File: src/rtl/rr_arbiter_disp_pkg.sv
// Shared types and constants for the round-robin arbiter with digit display.
package rr_arb_pkg;

  localparam int unsigned N     = 8;
  localparam int unsigned IDX_W = 3;

  typedef enum logic [1:0] {
    IDLE,
    GRANT,
    RELEASE
  } state_e;

  // Active-low seven-segment patterns, bits[7:1]=a..g, bit0=dp.
  localparam logic [7:0] SEG_DASH = 8'b1111_1100;

  localparam logic [7:0] SEG_DIGIT [0:N-1] = '{
    8'b0000_0010,
    8'b1001_1110,
    8'b0010_0100,
    8'b0000_1100,
    8'b1001_1000,
    8'b0100_1000,
    8'b0100_0000,
    8'b0001_1110
  };

  function automatic logic [7:0] seg_of(input logic [IDX_W-1:0] idx);
    return SEG_DIGIT[idx];
  endfunction

  function automatic logic [N-1:0] onehot(input logic [IDX_W-1:0] idx);
    logic [N-1:0] v;
    v      = '0;
    v[idx] = 1'b1;
    return v;
  endfunction

endpackage

File: src/rtl/rr_arbiter_disp_if.sv
// Request/grant/display bundle between requesters and the arbiter.
interface rr_arbiter_disp_if;

  logic       en;
  logic [7:0] req;
  logic       done;
  logic [7:0] gnt;
  logic [2:0] gnt_idx;
  logic       gnt_vld;
  logic [7:0] seg;

  modport master (
    output en, req, done,
    input  gnt, gnt_idx, gnt_vld, seg
  );

  modport slave (
    input  en, req, done,
    output gnt, gnt_idx, gnt_vld, seg
  );

endinterface

File: src/rtl/rr_arbiter_disp_pick.sv
// Round-robin winner search: first set request at or above ptr, wrapping.
module rr_pick
  import rr_arb_pkg::*;
(
  input  logic [N-1:0]     req,
  input  logic [IDX_W-1:0] ptr,
  output logic [IDX_W-1:0] win_idx,
  output logic             any
);

  logic [2*N-2:0]   dbl;
  logic [N-1:0]     rot;
  logic [IDX_W-1:0] off;

  // Rotate so ptr lands at bit 0, take lowest set bit, rotate the index back.
  always_comb begin
    dbl = {req[N-2:0], req};
    rot = dbl[ptr +: N];
    off = '0;
    for (int unsigned i = N; i > 0; i--) begin
      if (rot[i-1]) off = IDX_W'(i - 1);
    end
    win_idx = ptr + off;
    any     = |req;
  end

endmodule

File: src/rtl/rr_arbiter_disp.sv
// 8-way round-robin arbiter with bounded hold time and seven-segment winner display.
module rr_arbiter_disp
  import rr_arb_pkg::*;
#(
  parameter int unsigned MAX_HOLD = 16
) (
  input logic               clk,
  input logic               rst_n,
  rr_arbiter_disp_if.slave  bus
);

  localparam logic [7:0] CNT_LAST = 8'(MAX_HOLD - 1);

  state_e           state_q,   state_d;
  logic [N-1:0]     gnt_q,     gnt_d;
  logic [IDX_W-1:0] gnt_idx_q, gnt_idx_d;
  logic             gnt_vld_q, gnt_vld_d;
  logic [7:0]       seg_q,     seg_d;
  logic [IDX_W-1:0] ptr_q,     ptr_d;
  logic [7:0]       cnt_q,     cnt_d;

  logic [IDX_W-1:0] win_idx;
  logic             any;
  logic             rel;

  rr_pick u_pick (
    .req     (bus.req),
    .ptr     (ptr_q),
    .win_idx (win_idx),
    .any     (any)
  );

  // Next-state and next-output logic for the grant FSM.
  // The pointer advances on the edge that leaves GRANT, so the RELEASE cycle
  // can already arbitrate with it; this keeps the gap between owners at one cycle.
  always_comb begin
    state_d   = state_q;
    gnt_d     = gnt_q;
    gnt_idx_d = gnt_idx_q;
    gnt_vld_d = gnt_vld_q;
    seg_d     = seg_q;
    ptr_d     = ptr_q;
    cnt_d     = cnt_q;
    rel       = bus.done | ~bus.req[gnt_idx_q] | ~bus.en | (cnt_q == CNT_LAST);

    case (state_q)
      IDLE, RELEASE: begin
        state_d = IDLE;
        if (bus.en && any) begin
          state_d   = GRANT;
          gnt_d     = onehot(win_idx);
          gnt_idx_d = win_idx;
          gnt_vld_d = 1'b1;
          seg_d     = seg_of(win_idx);
          cnt_d     = '0;
        end
      end
      GRANT: begin
        if (rel) begin
          state_d   = RELEASE;
          gnt_d     = '0;
          gnt_vld_d = 1'b0;
          seg_d     = SEG_DASH;
          ptr_d     = gnt_idx_q + 3'd1;
        end else if (cnt_q != CNT_LAST) begin
          cnt_d = cnt_q + 8'd1;
        end
      end
      default: state_d = IDLE;
    endcase
  end

  // State, pointer, counter and output registers.
  always_ff @(posedge clk or negedge rst_n) begin
    if (!rst_n) begin
      state_q   <= IDLE;
      gnt_q     <= '0;
      gnt_idx_q <= '0;
      gnt_vld_q <= 1'b0;
      seg_q     <= SEG_DASH;
      ptr_q     <= '0;
      cnt_q     <= '0;
    end else begin
      state_q   <= state_d;
      gnt_q     <= gnt_d;
      gnt_idx_q <= gnt_idx_d;
      gnt_vld_q <= gnt_vld_d;
      seg_q     <= seg_d;
      ptr_q     <= ptr_d;
      cnt_q     <= cnt_d;
    end
  end

  assign bus.gnt     = gnt_q;
  assign bus.gnt_idx = gnt_idx_q;
  assign bus.gnt_vld = gnt_vld_q;
  assign bus.seg     = seg_q;

endmodule

File: src/flat_wrapper.sv
// flat-port wrapper written by rule: the top's interface ports become plain ports
module rr_arbiter_disp_flat import rr_arb_pkg::*;
#(
  parameter int unsigned MAX_HOLD = 16
)
  (clk, rst_n, bus_en, bus_req, bus_done, bus_gnt, bus_gnt_idx, bus_gnt_vld, bus_seg);
  rr_arbiter_disp_if bus_i ();
  input logic clk;
  input logic rst_n;
  input wire logic [$bits(bus_i.en)-1:0] bus_en;
  input wire logic [$bits(bus_i.req)-1:0] bus_req;
  input wire logic [$bits(bus_i.done)-1:0] bus_done;
  output wire logic [$bits(bus_i.gnt)-1:0] bus_gnt;
  output wire logic [$bits(bus_i.gnt_idx)-1:0] bus_gnt_idx;
  output wire logic [$bits(bus_i.gnt_vld)-1:0] bus_gnt_vld;
  output wire logic [$bits(bus_i.seg)-1:0] bus_seg;
  assign bus_i.en = bus_en;
  assign bus_i.req = bus_req;
  assign bus_i.done = bus_done;
  assign bus_gnt = bus_i.gnt;
  assign bus_gnt_idx = bus_i.gnt_idx;
  assign bus_gnt_vld = bus_i.gnt_vld;
  assign bus_seg = bus_i.seg;
  rr_arbiter_disp #(.MAX_HOLD(MAX_HOLD)) u_core (.clk(clk), .rst_n(rst_n), .bus(bus_i));
endmodule
File: config.mk
export PLATFORM = sky130hd
export DESIGN_NAME = rr_arbiter_disp_flat
export DESIGN_NICKNAME = d
export VERILOG_FILES = /design/src/rtl/rr_arbiter_disp_pkg.sv /design/src/rtl/rr_arbiter_disp_if.sv /design/src/rtl/rr_arbiter_disp_pick.sv /design/src/rtl/rr_arbiter_disp.sv /design/src/flat_wrapper.sv
export SDC_FILE = /design/constraint.sdc
export NUM_CORES = 1
export LEC_CHECK = 0
export ABC_AREA = 1
export CAP_MARGIN = 20
export CORE_ASPECT_RATIO = 0.6
export CORE_MARGIN = 2
export CORE_UTILIZATION = 55
export DETAILED_ROUTE_END_ITERATION = 6
export PLACE_DENSITY = 0.88
export SYNTH_ARGS = -nofsm -noshare
export SYNTH_HDL_FRONTEND = slang
export SYNTH_SLANG_ARGS = --single-unit
export TNS_END_PERCENT = 5
File: constraint.sdc
create_clock -name clk -period 8.8 [get_ports clk]
set_input_delay 0.88 -clock clk [delete_from_list [all_inputs] [get_ports clk]]
set_output_delay 0.88 -clock clk [all_outputs]
set_load 0.01 [all_outputs]
== After elaboration in Yosys (flattened, before gate mapping) ==
Memories as Yosys holds them, arrays and structs flattened.
Index checks and enable logic that the tools add are counted.

* Register bits: 33
* Bits in latches: 0
* Bits in writable memories: 0
* Bits in read-only memories: 64
* Bits of input ports: 12
* Output and inout port bits: 20
* Word-level logic and storage cells: 70
* Memories: 1

* $add $sub $neg: 3
* Multipliers: 0
* Div/mod/pow operators: 0
* $lt $le $gt $ge: 4
* Equality and inequality tests: 8
* Shift operators: 1
* Multiplexer cells: 30
* Bitwise gates (word level): 6
* Reduce and logical (&&, ||, !) cells: 10

{| class="wikitable"
|+ Memories
! memory !! words !! width !! rd ports !! clocked after Yosys merged registers in !! write ports !! line !! source
|-
| (name not given) || 8 || 8 || 1 || 0 || 0 || rr_arbiter_disp_pkg.sv:28 || <nowiki>return SEG_DIGIT[idx];</nowiki>
|}

{| class="wikitable"
|+ Operator list
! cell !! count
|-
| 8-bit two-way mux || 9
|-
| 8-bit one-hot mux with 2 select lines || 3
|-
| 3-bit two-way mux || 8
|-
| 15-bit by 4-bit variable part select with 8-bit output || 1
|-
| 8-bit by 1-bit adder with 8-bit output (second input constant) || 1
|-
| 8-bit by 4-bit == test with 1-bit output (second input constant) || 1
|-
| 3-bit by 4-bit less-than comparator with 1-bit output (second input constant) || 2
|-
| 8-bit by 4-bit != test with 1-bit output (second input constant) || 1
|-
| 8-bit OR reduction || 1
|-
| 2-bit by 1-bit != test with 1-bit output (second input constant) || 3
|-
| 1-bit two-way mux || 5
|-
| 4-bit >= comparator (second input constant) || 1
|-
| 3-bit NOT with 4-bit output || 1
|-
| 2-bit one-hot mux with 2 select lines || 1
|-
| 2-bit AND reduction || 2
|-
| 4-bit AND reduction || 1
|-
| 3-bit by 1-bit adder with 3-bit output (second input constant) || 1
|-
| 3-bit adder || 1
|-
| 1-bit binary-select mux with 3-bit select || 1
|-
| 1-bit demux with 3-bit select || 1
|-
| 3-bit by 1-bit >= comparator with 1-bit output (second input constant) || 1
|-
| 1-bit bitwise OR || 3
|-
| 3-bit AND reduction || 1
|-
| 2-bit by 1-bit == test with 1-bit output (second input constant) || 1
|-
| other kinds (9) || 11
|}

== Longest topological paths before layout ==
Gate-level depths: netlist of run 1.

* Word-level depth: 16
* Gate-level depth with buffers: 21
* Depth with buffers taken out: 20

== By module ==
Synthesis of run 1 repeated with hierarchy kept, for this count alone.

* Cell total of the unflattened synthesis: 309
* Area, all modules: 2363.5 µm²

{| class="wikitable"
|+ Modules (own cells, without submodules)
! module !! times used !! cells each !! area an instance (µm²) !! seq. area each (µm²)
|-
| rr_arbiter_disp || 1 || 210 || 1781.7 || 808.3
|-
| rr_pick || 1 || 99 || 581.8 || 0.0
|}

== Least setup slack after synthesis of run 1 ==
No wires, ideal clock.

* Path kind: input to register
* Start point: input port bus_req[2]
* End point: register u_core.seg_q[3] (netlist: u_core.bus.seg[3])
* Library setup time: 0.073 ns
* Arrival time: 3.014 ns
* Data required time: 8.727 ns
* Path slack: 5.713 ns
* Cell stages on the path: 17
* Buffers on the path: 1
* Path through: nand2_1 > nand3_1 > nand3_1 > nand2_1 > a31oi_1 > o21ai_0 > nand2_1 > a21boi_0 > ha_1 > inv_1 > fa_1 > clkbuf_1 > inv_1 > ha_1 > inv_1 > nand2_1 > a21oi_1

* Longest elaborated chain between the ends: 16
* Elaborated cells on any way between the ends: 27
* Classes of those cells: add/sub (1); eq/ne (2); shift (1); mux (14); bitwise (5); reduce/logical (3); memory (1)

{| class="wikitable"
|+ RTL lines
! element !! line !! source
|-
| from (decl) || flat_wrapper.sv:11 || <nowiki>input wire logic [$bits(bus_i.req)-1:0] bus_req;</nowiki>
|-
| 15-bit by 4-bit variable part select with 8-bit output (*) || rr_arbiter_disp_pick.sv:18 || <nowiki>rot = dbl[ptr +: N];</nowiki>
|-
| 3-bit two-way mux (7 in a row) || rr_arbiter_disp_pick.sv:21 || <nowiki>if (rot[i-1]) off = IDX_W'(i - 1);</nowiki>
|-
| 3-bit two-way mux (*) || rr_arbiter_disp_pick.sv:21 ||
|-
| 3-bit adder (*) || rr_arbiter_disp_pick.sv:23 || <nowiki>win_idx = ptr + off;</nowiki>
|-
| named net u_core.u_pick.win_idx[1] || rr_arbiter_disp_pick.sv:7 || <nowiki>output logic [IDX_W-1:0] win_idx,</nowiki>
|-
| 3-bit NOT with 4-bit output (not written as such) (*) || rr_arbiter_disp_pkg.sv:28 ||
|-
| memory 8 x 8 bit (*) || -- ||
|-
| 8-bit two-way mux (not written as such) (*) (2 in a row) || rr_arbiter_disp_pkg.sv:28 ||
|-
| 8-bit two-way mux (*) || rr_arbiter_disp.sv:49 || <nowiki>if (bus.en && any) begin</nowiki>
|-
| 8-bit one-hot mux with 2 select lines (*) || rr_arbiter_disp.sv:46 || <nowiki>case (state_q)</nowiki>
|-
| to (signal assigned) || rr_arbiter_disp.sv:88 || <nowiki>seg_q <= seg_d;</nowiki>
|-
| to (decl) || rr_arbiter_disp.sv:18 || <nowiki>logic [7:0] seg_q, seg_d;</nowiki>
|}

The timed path passes the listed nets; every way through them passes the cells marked *. The select of a mux whose other input is x is not followed.
A chain may end at the register's enable or synchronous reset.

== Worst setup path in the final report of run 1 ==
* Start point: input port bus_req[2]
* End point: register u_core.seg_q[6] (netlist: u_core.bus.seg[6])

* Longest elaborated chain between the ends: 16
* Elaborated cells on any way between the ends: 27
* Classes of those cells: add/sub (1); eq/ne (2); shift (1); mux (14); bitwise (5); reduce/logical (3); memory (1)

{| class="wikitable"
|+ RTL lines
! element !! line
|-
| 15-bit by 4-bit variable part select with 8-bit output || rr_arbiter_disp_pick.sv:18
|-
| 3-bit two-way mux (8 in a row) || rr_arbiter_disp_pick.sv:21
|-
| 3-bit adder || rr_arbiter_disp_pick.sv:23
|-
| 3-bit NOT with 4-bit output (not written as such) || rr_arbiter_disp_pkg.sv:28
|-
| memory 8 x 8 bit || --
|-
| 8-bit two-way mux (not written as such) (2 in a row) || rr_arbiter_disp_pkg.sv:28
|-
| 8-bit two-way mux || rr_arbiter_disp.sv:49
|-
| 8-bit one-hot mux with 2 select lines || rr_arbiter_disp.sv:46
|}

Several ways; a longest one is shown, not always the timed one. The select of a mux whose other input is x is not followed.

==> metrics.txt, run 1 <==
# TYPE chip_impl_metric gauge
chip_impl_info{name="outcome",value="completed"} 1
chip_impl_metric{name="cts.sinks",unit=""} 32
chip_impl_metric{name="number_of_antenna_violations_at_the_first_check_in_global_routing",unit=""} 0
chip_impl_metric{name="power_switching_share",unit="%"} 49.01
chip_impl_metric{name="slowest_delay",unit="ns"} 0.73
chip_impl_metric{name="final-setup-viol-count",unit=""} 0
chip_impl_metric{name="htree_num_levels",unit=""} 2
chip_impl_metric{name="cts_max_path_buffers",unit=""} 2
chip_impl_metric{name="post-route-min-period",unit="ns"} 3.751
chip_impl_metric{name="cts_resized",unit=""} 0
chip_impl_metric{name="critical_path_arrival",unit="ns"} 3.98
chip_impl_metric{name="synthesis.yosys.warnings",unit=""} 0
chip_impl_metric{name="totalWireLength",unit="mm"} 4.750
chip_impl_metric{name="totalNegativeSetupSlack",unit="ns"} 0
chip_impl_metric{name="io_pins",unit=""} 32
chip_impl_metric{name="timing.hold.worst_path_depth",unit=""} 2
chip_impl_metric{name="reg2reg_setup_slack",unit="ns"} 5.49
chip_impl_metric{name="timing.fmax",unit="MHz"} 266.6
chip_impl_metric{name="placer_congestion_estimate",unit=""} 0.9505
chip_impl_metric{name="initial_util",unit="%"} 57.26
chip_impl_metric{name="cts_hold_buffers",unit=""} 0
chip_impl_metric{name="yosysTopAreaCellShare",unit="%"} 30.88
chip_impl_metric{name="fp.coreArea",unit="um^2"} 3680
chip_impl_info{name="worstSetupStartpoint",value="bus_req[2]"} 1
chip_impl_info{name="crit_family",value="adder cells"} 1
chip_impl_info{name="regToRegEndpoint",value="u_core.bus.seg[6]$_DFFE_PN1P_"} 1
chip_impl_metric{name="drive_above_1_share",unit="%"} 14.14
chip_impl_metric{name="ys_types",unit=""} 43
chip_impl_metric{name="dieArea",unit="um^2"} 4358
chip_impl_metric{name="leakage",unit="nW"} 1.163
chip_impl_metric{name="combinationalPowerShare",unit="%"} 61.7
chip_impl_metric{name="register_area",unit="um^2"} 808.3
chip_impl_metric{name="slew_viol_final",unit=""} 0
chip_impl_metric{name="die_width",unit="um"} 83.91
chip_impl_metric{name="postSynthRegisterBits",unit=""} 32
chip_impl_metric{name="buffer_ports.inserted",unit=""} 30
chip_impl_info{name="critPathSlowestCell",value="sky130_fd_sc_hd__fa_1"} 1
chip_impl_metric{name="final.fill_count",unit=""} 297
chip_impl_metric{name="grt_start_max_net_pins",unit=""} 33
chip_impl_info{name="timing.critical_path.from_type",value="input pin"} 1
chip_impl_metric{name="dr.pass1.iters",unit=""} 4
chip_impl_metric{name="vias",unit=""} 1952
chip_impl_metric{name="groute.usage.overall",unit="%"} 23.99
chip_impl_info{name="synthTopCellsByCount",value="73 x sky130_fd_sc_hd__nand2_1, 33 x sky130_fd_sc_hd__nand3_1, 26 x sky130_fd_sc_hd__dfrtp_1"} 1
chip_impl_info{name="tritoncts",value="done"} 1
chip_impl_metric{name="wire_per_inst",unit="um"} 13.53
chip_impl_info{name="most_numerous_cell_in_the_yosys_netlist",value="sky130_fd_sc_hd__nand2_1"} 1
chip_impl_metric{name="detail_route.vias_per_cell",unit=""} 5.561
chip_impl_info{name="min_to",value="u_core.bus.seg[2]$_DFFE_PN1P_"} 1
chip_impl_metric{name="worstPathBufferInverterCount",unit=""} 2
chip_impl_metric{name="synthToLayoutAreaGrowth",unit="%"} 19.36
chip_impl_info{name="root_buffer",value="sky130_fd_sc_hd__clkbuf_8"} 1
chip_impl_metric{name="grt_ovf",unit=""} 0
chip_impl_metric{name="slew_headroom",unit="%"} 66.41
chip_impl_metric{name="clock_power_share",unit="%"} 12.6
chip_impl_info{name="min_path_type",value="flip-flop to flip-flop"} 1
chip_impl_metric{name="final_hold_viol_count",unit=""} 0
chip_impl_metric{name="route.antenna.remaining_nets",unit=""} 0
chip_impl_metric{name="worstMarginPinSlew",unit="ns"} 0.5038
chip_impl_info{name="synth_area_leader_cell",value="sky130_fd_sc_hd__dfrtp_1"} 1
chip_impl_info{name="setup.worst_path.class",value="input pin to flip-flop"} 1
chip_impl_metric{name="report.power.total",unit="mW"} 0.9894
chip_impl_metric{name="synth_edf_count",unit=""} 0
chip_impl_metric{name="power-per-cell-area",unit="nW/um^2"} 393.4
chip_impl_metric{name="ff2ff_path_depth",unit=""} 14
chip_impl_info{name="synth.area.top_cells",value="sky130_fd_sc_hd__dfrtp_1 31%, sky130_fd_sc_hd__nand2_1 13%, sky130_fd_sc_hd__nand3_1 7.8%"} 1
chip_impl_info{name="cp_cell_sequence",value="clkdlybuf4s50_1, nand2_1, nand3_1, nand3_1, nand2_1, a31oi_1, o21ai_0, nand2_1, a21boi_0, ha_1, inv_1, fa_1, ha_1, or2_1, a21oi_2"} 1
chip_impl_metric{name="period_share",unit="%"} 42.63
chip_impl_metric{name="cell_internal_pwr",unit="mW"} 0.5045
chip_impl_metric{name="postCtsSetupBuffers",unit=""} 0
chip_impl_info{name="worst_path_most_repeated_cell",value="sky130_fd_sc_hd__nand2_1"} 1
chip_impl_metric{name="finClkSkew",unit="ns"} 0.008336
chip_impl_metric{name="max_cap_viol_count",unit=""} 0
chip_impl_metric{name="clk-insertion-delay-late",unit="ns"} 0.29
chip_impl_info{name="synthFlopType",value="sky130_fd_sc_hd__dfrtp_1"} 1
chip_impl_metric{name="post-route-drc-count",unit=""} 0
chip_impl_metric{name="place_hpwl",unit="mm"} 3.615
chip_impl_metric{name="syn_area_per_cell",unit="um^2"} 7.718
chip_impl_metric{name="multi_input_area",unit="um^2"} 1146
chip_impl_metric{name="postSynth.asyncResetShare",unit="%"} 100.0
chip_impl_metric{name="power.share.sequential",unit="%"} 25.6
chip_impl_metric{name="synth_fp_nets",unit=""} 292
chip_impl_metric{name="power.ir.vdd_worst",unit="V"} 0.0002117
chip_impl_metric{name="fp.dieH",unit="um"} 51.95
chip_impl_metric{name="wp_data_required",unit="ns"} 9.03
chip_impl_info{name="rsz0062_at_grt",value="false"} 1
chip_impl_metric{name="hold_ws",unit="ns"} 0.4707
chip_impl_metric{name="rows",unit=""} 17
chip_impl_metric{name="drt_first_iter_violations",unit=""} 270
chip_impl_metric{name="netlist_instances",unit=""} 273
chip_impl_info{name="rr_startpoint",value="u_core.ptr_q[0]$_DFFE_PN0P_"} 1
chip_impl_metric{name="cts_made_buffers",unit=""} 5
chip_impl_metric{name="clkTransAtPathRegs",unit="ns"} 0.07
chip_impl_metric{name="grt_pass1_vias",unit=""} 1698
chip_impl_metric{name="wire_length_of_the_first_global_routing_pass",unit="mm"} 8.114
chip_impl_metric{name="p_switching",unit="mW"} 0.4849
chip_impl_metric{name="diodes",unit=""} 0
chip_impl_info{name="hold_path_startpoint",value="u_core.bus.seg[2]$_DFFE_PN1P_"} 1
chip_impl_metric{name="synth_seq_area_share",unit="%"} 38.36
chip_impl_info{name="crit_path_end_kind",value="flip-flop"} 1
chip_impl_metric{name="summed_instance_area_of_the_synthesized_netlist",unit="um^2"} 2107
chip_impl_metric{name="layout.nets",unit=""} 322
chip_impl_metric{name="worstPathMaxFanout",unit=""} 11
==> tightest hold or removal path, stage by stage (launching register included) <==
cell                      delay, ns
sky130_fd_sc_hd__dfstp_2       0.37
sky130_fd_sc_hd__nand2_1       0.06
sky130_fd_sc_hd__nand2_1       0.05
==> cells in the final DEF (no fill, tap or decap), types with 2 or more instances in the layout <==
cell type and count:
sky130_fd_sc_hd__a21oi_1 2, sky130_fd_sc_hd__nand2_2 11, sky130_fd_sc_hd__dfstp_2 6, sky130_fd_sc_hd__xor2_1 4, sky130_fd_sc_hd__o22ai_1 2, sky130_fd_sc_hd__nand4_1 2, sky130_fd_sc_hd__o21ai_0 15, sky130_fd_sc_hd__nor2_1 18
sky130_fd_sc_hd__nor2_2 3, sky130_fd_sc_hd__o21bai_1 3, sky130_fd_sc_hd__nor4_1 2, sky130_fd_sc_hd__clkdlybuf4s50_1 30, sky130_fd_sc_hd__nand2_4 2, sky130_fd_sc_hd__o211ai_1 3, sky130_fd_sc_hd__or2_1 2, sky130_fd_sc_hd__clkbuf_8 7
sky130_fd_sc_hd__inv_2 2, sky130_fd_sc_hd__inv_1 19, sky130_fd_sc_hd__o31ai_1 3, sky130_fd_sc_hd__nor3_1 2, sky130_fd_sc_hd__o21ai_1 4, sky130_fd_sc_hd__nand2_1 73, sky130_fd_sc_hd__nand3_2 5, sky130_fd_sc_hd__xnor2_1 3
sky130_fd_sc_hd__ha_1 6, sky130_fd_sc_hd__dfrtp_1 26, sky130_fd_sc_hd__nand3_1 33
==> worst max-delay path by stage <==
stage               slack (ns)                            end  depth (start not counted)
floorplan                 5.71  u_core.bus.seg[3]$_DFFE_PN1P_                         17
global placement          4.91  u_core.bus.seg[6]$_DFFE_PN1P_                         15
detailed placement        4.78  u_core.bus.seg[6]$_DFFE_PN1P_                         15
CTS                       5.10  u_core.bus.seg[6]$_DFFE_PN1P_                         15
global route              4.71  u_core.bus.seg[4]$_DFFE_PN1P_                         19
finish                    5.05  u_core.bus.seg[6]$_DFFE_PN1P_                         15
==> stage by stage <==
stage                     worst slack, ns  cells  util (%)  instance area [um^2]
final                               5.049    351     68.34                  2515
after global routing                4.707    351     68.34                  2515
after CTS                           5.096    351     68.34                  2515
after detailed placement            4.784    343     65.62                  2415
after global placement              4.914    343     65.62                  2415
after floorplan                     5.713    273         -                  2107
==> power by group through the flow <==
stage                     Sequential (mW)  Combinational, mW  Clock [mW]
after detailed placement            0.254              0.598           0
after global routing                0.260              0.690       0.134
after CTS                           0.252              0.602       0.127
after floorplan                     0.245              0.451           0
final                               0.254              0.611       0.125
after global placement              0.254              0.585           0
==> cells by family (layout without fill, tap and decap cells) <==
kind of cell             count (synthesis)  in the layout  synth area share, %
other                                    1              1               0.1780
adder cells (fa/ha/maj)                  7              7                4.513
AO/OA/AOI/OAI                           38             38                11.40
AND/OR/NAND/NOR                        157            157                35.39
buffers and inverters                   31             62                7.245
flip-flops                              32             32                38.36
XOR/XNOR                                 7              7                2.910
==> cell type report <==
type / instances / area share, %
well taps: 47 / 2.338
multi-input cells: 210 / 45.57
flip-flops and latches: 32 / 32.14
repair buffers: 31 / 12.24
inverters: 23 / 3.731
clock buffers: 8 / 3.980
==> routing by layer <==
metal,vias to the layer above,global-route usage [%],part of all wire (%)
met3,6,7.619,8.8
met1,899,37.36,52
met4,0,6.183,0.88
met5,-,0,0
li1,958,-,-
met2,89,31.33,39
==> registers in the layout (all words and copies together), names as in the netlist <==
signal and flops:
u_core.cnt_q 8, u_core.bus.gnt_idx 3, u_core.state_q 2, u_core.bus.gnt 8
u_core.bus.seg 7, u_core.bus.gnt_vld 1, u_core.ptr_q 3
(Power assumes the default switching activity.)
==> run 2, diff against run 1 <==
- CORE_UTILIZATION: 55 -> 49
- PLACE_DENSITY: 0.88 -> 0.83
- clock period: 8.8 -> 3.3 ns (I/O delays scaled with it)
==> run 2 against run 1 <==
Worst hold slack got worse by 0.038 ns. Combinational power grew to 2.9 times the previous value. Critical path depth rose by 3. Critical path type unchanged.
==> metrics.txt, run 2 (same netlist as run 1, synthesis figures left out) <==
# TYPE chip_impl_metric gauge
chip_impl_info{name="min_path_type",value="input pin to async pin"} 1
chip_impl_metric{name="final_core_util",unit="%"} 62.45
chip_impl_metric{name="power.ir.vdd_worst",unit="V"} 0.0004655
chip_impl_metric{name="post_layout_nonfiller_instances",unit=""} 370
chip_impl_info{name="setup.worst_path.class",value="input pin to flip-flop"} 1
chip_impl_info{name="root_buffer",value="sky130_fd_sc_hd__clkbuf_8"} 1
chip_impl_metric{name="final_critical_path_setup_slack",unit="ns"} 0.2846
chip_impl_metric{name="place_hpwl",unit="mm"} 3.937
chip_impl_metric{name="cts_max_path_buffers",unit=""} 2
chip_impl_metric{name="synthToLayoutAreaGrowth",unit="%"} 22.15
chip_impl_metric{name="leakage",unit="nW"} 1.188
chip_impl_metric{name="fp.coreArea",unit="um^2"} 4121
chip_impl_metric{name="wp_data_required",unit="ns"} 3.53
chip_impl_metric{name="clkTransAtPathRegs",unit="ns"} 0.07
chip_impl_metric{name="clock_power_share",unit="%"} 11.0
chip_impl_metric{name="dr.pass1.iters",unit=""} 4
chip_impl_metric{name="drive_above_1_share",unit="%"} 17.10
chip_impl_info{name="tritoncts",value="done"} 1
chip_impl_metric{name="max_cap_viol_count",unit=""} 0
chip_impl_info{name="timing.critical_path.from_type",value="input pin"} 1
chip_impl_metric{name="route.antenna.remaining_nets",unit=""} 0
chip_impl_metric{name="fp.dieH",unit="um"} 54.80
chip_impl_metric{name="buffer_ports.inserted",unit=""} 30
chip_impl_metric{name="grt_ovf",unit=""} 0
chip_impl_metric{name="clk-insertion-delay-late",unit="ns"} 0.29
chip_impl_info{name="critPathSlowestCell",value="sky130_fd_sc_hd__clkdlybuf4s50_1"} 1
chip_impl_metric{name="layout.nets",unit=""} 328
chip_impl_metric{name="final.fill_count",unit=""} 346
chip_impl_metric{name="drt_first_iter_violations",unit=""} 154
chip_impl_metric{name="p_switching",unit="mW"} 1.353
chip_impl_info{name="worst_path_most_repeated_cell",value="sky130_fd_sc_hd__nand2_1"} 1
chip_impl_info{name="crit_path_end_kind",value="flip-flop"} 1
chip_impl_metric{name="io_pins",unit=""} 32
chip_impl_metric{name="detailedPlace.worstSlack",unit="ns"} -0.05132
chip_impl_metric{name="power_switching_share",unit="%"} 49.83
chip_impl_metric{name="vias",unit=""} 1968
chip_impl_metric{name="final_hold_viol_count",unit=""} 0
chip_impl_metric{name="detail_route.vias_per_cell",unit=""} 5.319
chip_impl_metric{name="htree_num_levels",unit=""} 2
chip_impl_metric{name="wire_length_of_the_first_global_routing_pass",unit="mm"} 8.735
chip_impl_metric{name="rows",unit=""} 18
chip_impl_metric{name="cell_internal_pwr",unit="mW"} 1.362
chip_impl_metric{name="initial_util",unit="%"} 51.12
chip_impl_metric{name="cts.sinks",unit=""} 32
chip_impl_metric{name="worstPathMaxFanout",unit=""} 9
chip_impl_metric{name="grt_pass1_vias",unit=""} 1881
chip_impl_metric{name="postCtsSetupBuffers",unit=""} 0
chip_impl_metric{name="groute.usage.overall",unit="%"} 24.20
chip_impl_metric{name="slowest_delay",unit="ns"} 0.56
chip_impl_metric{name="totalWireLength",unit="mm"} 5.045
chip_impl_metric{name="timing.fmax",unit="MHz"} 331.6
chip_impl_metric{name="placer_congestion_estimate",unit=""} 0.9771
chip_impl_info{name="layout_commonest_cell",value="sky130_fd_sc_hd__nand2_1"} 1
chip_impl_info{name="cp_cell_sequence",value="clkdlybuf4s50_1, nand2_1, nand3_1, nand3_1, nand2_1, a31oi_1, o21ai_0, nand2_1, a21boi_0, ha_1, inv_1, fa_1, xor2_2, inv_1, nand3_2, nand2_4, or2_1, a21oi_2"} 1
chip_impl_metric{name="critical_path_arrival",unit="ns"} 3.24
chip_impl_info{name="worstSetupStartpoint",value="bus_req[4]"} 1
chip_impl_metric{name="diodes",unit=""} 0
chip_impl_metric{name="cts_made_buffers",unit=""} 5
chip_impl_metric{name="report.power.total",unit="mW"} 2.716
chip_impl_info{name="leading_cell_types_in_the_layout_fill_and_taps_excluded",value="73 x sky130_fd_sc_hd__nand2_1, 33 x sky130_fd_sc_hd__nand3_1, 30 x sky130_fd_sc_hd__clkdlybuf4s50_1, 24 x sky130_fd_sc_hd__dfrtp_1, 19 x sky130_fd_sc_hd__inv_1"} 1
chip_impl_metric{name="final-setup-viol-count",unit=""} 0
chip_impl_info{name="rr_startpoint",value="u_core.ptr_q[0]$_DFFE_PN0P_"} 1
chip_impl_metric{name="slew_viol_final",unit=""} 0
chip_impl_info{name="crit_family",value="simple AND/OR/NAND/NOR gates"} 1
chip_impl_metric{name="power.share.sequential",unit="%"} 24.5
chip_impl_metric{name="combinationalPowerShare",unit="%"} 64.4
chip_impl_metric{name="post-route-drc-count",unit=""} 0
chip_impl_metric{name="grt_start_max_net_pins",unit=""} 33
chip_impl_info{name="outcome",value="completed"} 1
chip_impl_metric{name="worstPathBufferInverterCount",unit=""} 3
chip_impl_metric{name="dieArea",unit="um^2"} 4858
chip_impl_metric{name="die_width",unit="um"} 88.66
chip_impl_metric{name="post-route-min-period",unit="ns"} 3.015
chip_impl_metric{name="cts_hold_buffers",unit=""} 0
chip_impl_metric{name="power-per-cell-area",unit="nW/um^2"} 1055
chip_impl_metric{name="period_share",unit="%"} 91.38
chip_impl_metric{name="wire_per_inst",unit="um"} 13.64
chip_impl_metric{name="finClkSkew",unit="ns"} 0.009351
chip_impl_metric{name="number_of_antenna_violations_at_the_first_check_in_global_routing",unit=""} 0
chip_impl_metric{name="placedCellCount",unit=""} 362
-- run 2: cell count changes in the layout (fill, tap and decap cells not counted), sizes merged --
cell	previous run	this run
buf	1	7
clkbuf	8	5
clkinv	0	3
-- run 2: cell type report --
cell class,instances,area (um^2),area share (%)
timing repair buffer,37,352.8,13.71
inverter,23,93.84,3.646
multi-input combinational,210,1154,44.82
clock buffer,5,68.82,2.674
clock inverter,3,18.77,0.7292
tap,60,75.07,2.917
sequential,32,810.8,31.50
-- run 2: worst register-to-register path, cell delays in order, from the launching register on --
cell,delay [ns]
sky130_fd_sc_hd__dfrtp_2,0.51
sky130_fd_sc_hd__inv_6,0.14
sky130_fd_sc_hd__nand2_2,0.06
sky130_fd_sc_hd__nand3_1,0.09
sky130_fd_sc_hd__nand3_1,0.08
sky130_fd_sc_hd__nand2_1,0.11
sky130_fd_sc_hd__a31oi_1,0.08
sky130_fd_sc_hd__o21ai_0,0.14
sky130_fd_sc_hd__nand2_1,0.07
sky130_fd_sc_hd__a21boi_0,0.17
sky130_fd_sc_hd__ha_1,0.17
sky130_fd_sc_hd__inv_1,0.05
sky130_fd_sc_hd__fa_1,0.40
sky130_fd_sc_hd__xor2_2,0.22
sky130_fd_sc_hd__inv_1,0.08
sky130_fd_sc_hd__nand3_2,0.12
sky130_fd_sc_hd__nand2_4,0.10
sky130_fd_sc_hd__or2_1,0.23
sky130_fd_sc_hd__a21oi_2,0.12
-- run 2: final timing paths --
kind,endpoint,slack [ns],cells past startpoint
worst max-delay path,u_core.bus.seg[6]$_DFFE_PN1P_,0.28,18
worst min-delay path,u_core.bus.gnt[0]$_DFFE_PN0P_,0.43,2
worst max register to register,u_core.bus.seg[6]$_DFFE_PN1P_,0.29,18
worst min register to register,u_core.bus.seg[4]$_DFFE_PN1P_,0.48,2
max in group asynchronous,u_core.bus.seg[3]$_DFFE_PN1P_,2.54,2
min in group clk,u_core.bus.seg[4]$_DFFE_PN1P_,0.48,2
-- run 2: metrics by stage --
step                      cell area, um^2  TNS (ns)  hold slack [ns]
after floorplan                      2107         0          0.03441
after global placement               2476         0           0.4569
after detailed placement             2476  -0.06537           0.4650
after CTS                            2564         0           0.4521
after global routing                 2574  -0.01572           0.4669
final                                2574         0           0.4325
-- run 2: per-layer routing --
metal  vias up  share of wire [%]  wire length [um]  track usage (%)
li1        965                  -                 -                -
met1       926                 50              2517            35.40
met2        67                 42              2104            35.82
met3        10                7.3               366            6.033
met4         0                1.1                56            6.313
met5         -                  0                 0                0
-- run 2: timing repair --
item	4_1_cts	5_1_grt
setup endpoints to repair	0	16
resized for setup	0	3
hold endpoints to repair	0	0
-- run 2: power groups by stage --
| stage | combinational (mW) | sequential [mW] | clock, mW |
|---|---|---|---|
| 3_3_place_gp | 1.63 | 0.665 | 0 |
| 6_report | 1.75 | 0.667 | 0.300 |
| 3_5_place_dp | 1.71 | 0.666 | 0 |
| 4_1_cts | 1.72 | 0.661 | 0.305 |
| 2_1_floorplan | 1.20 | 0.653 | 0 |
| 5_1_grt | 1.96 | 0.684 | 0.319 |
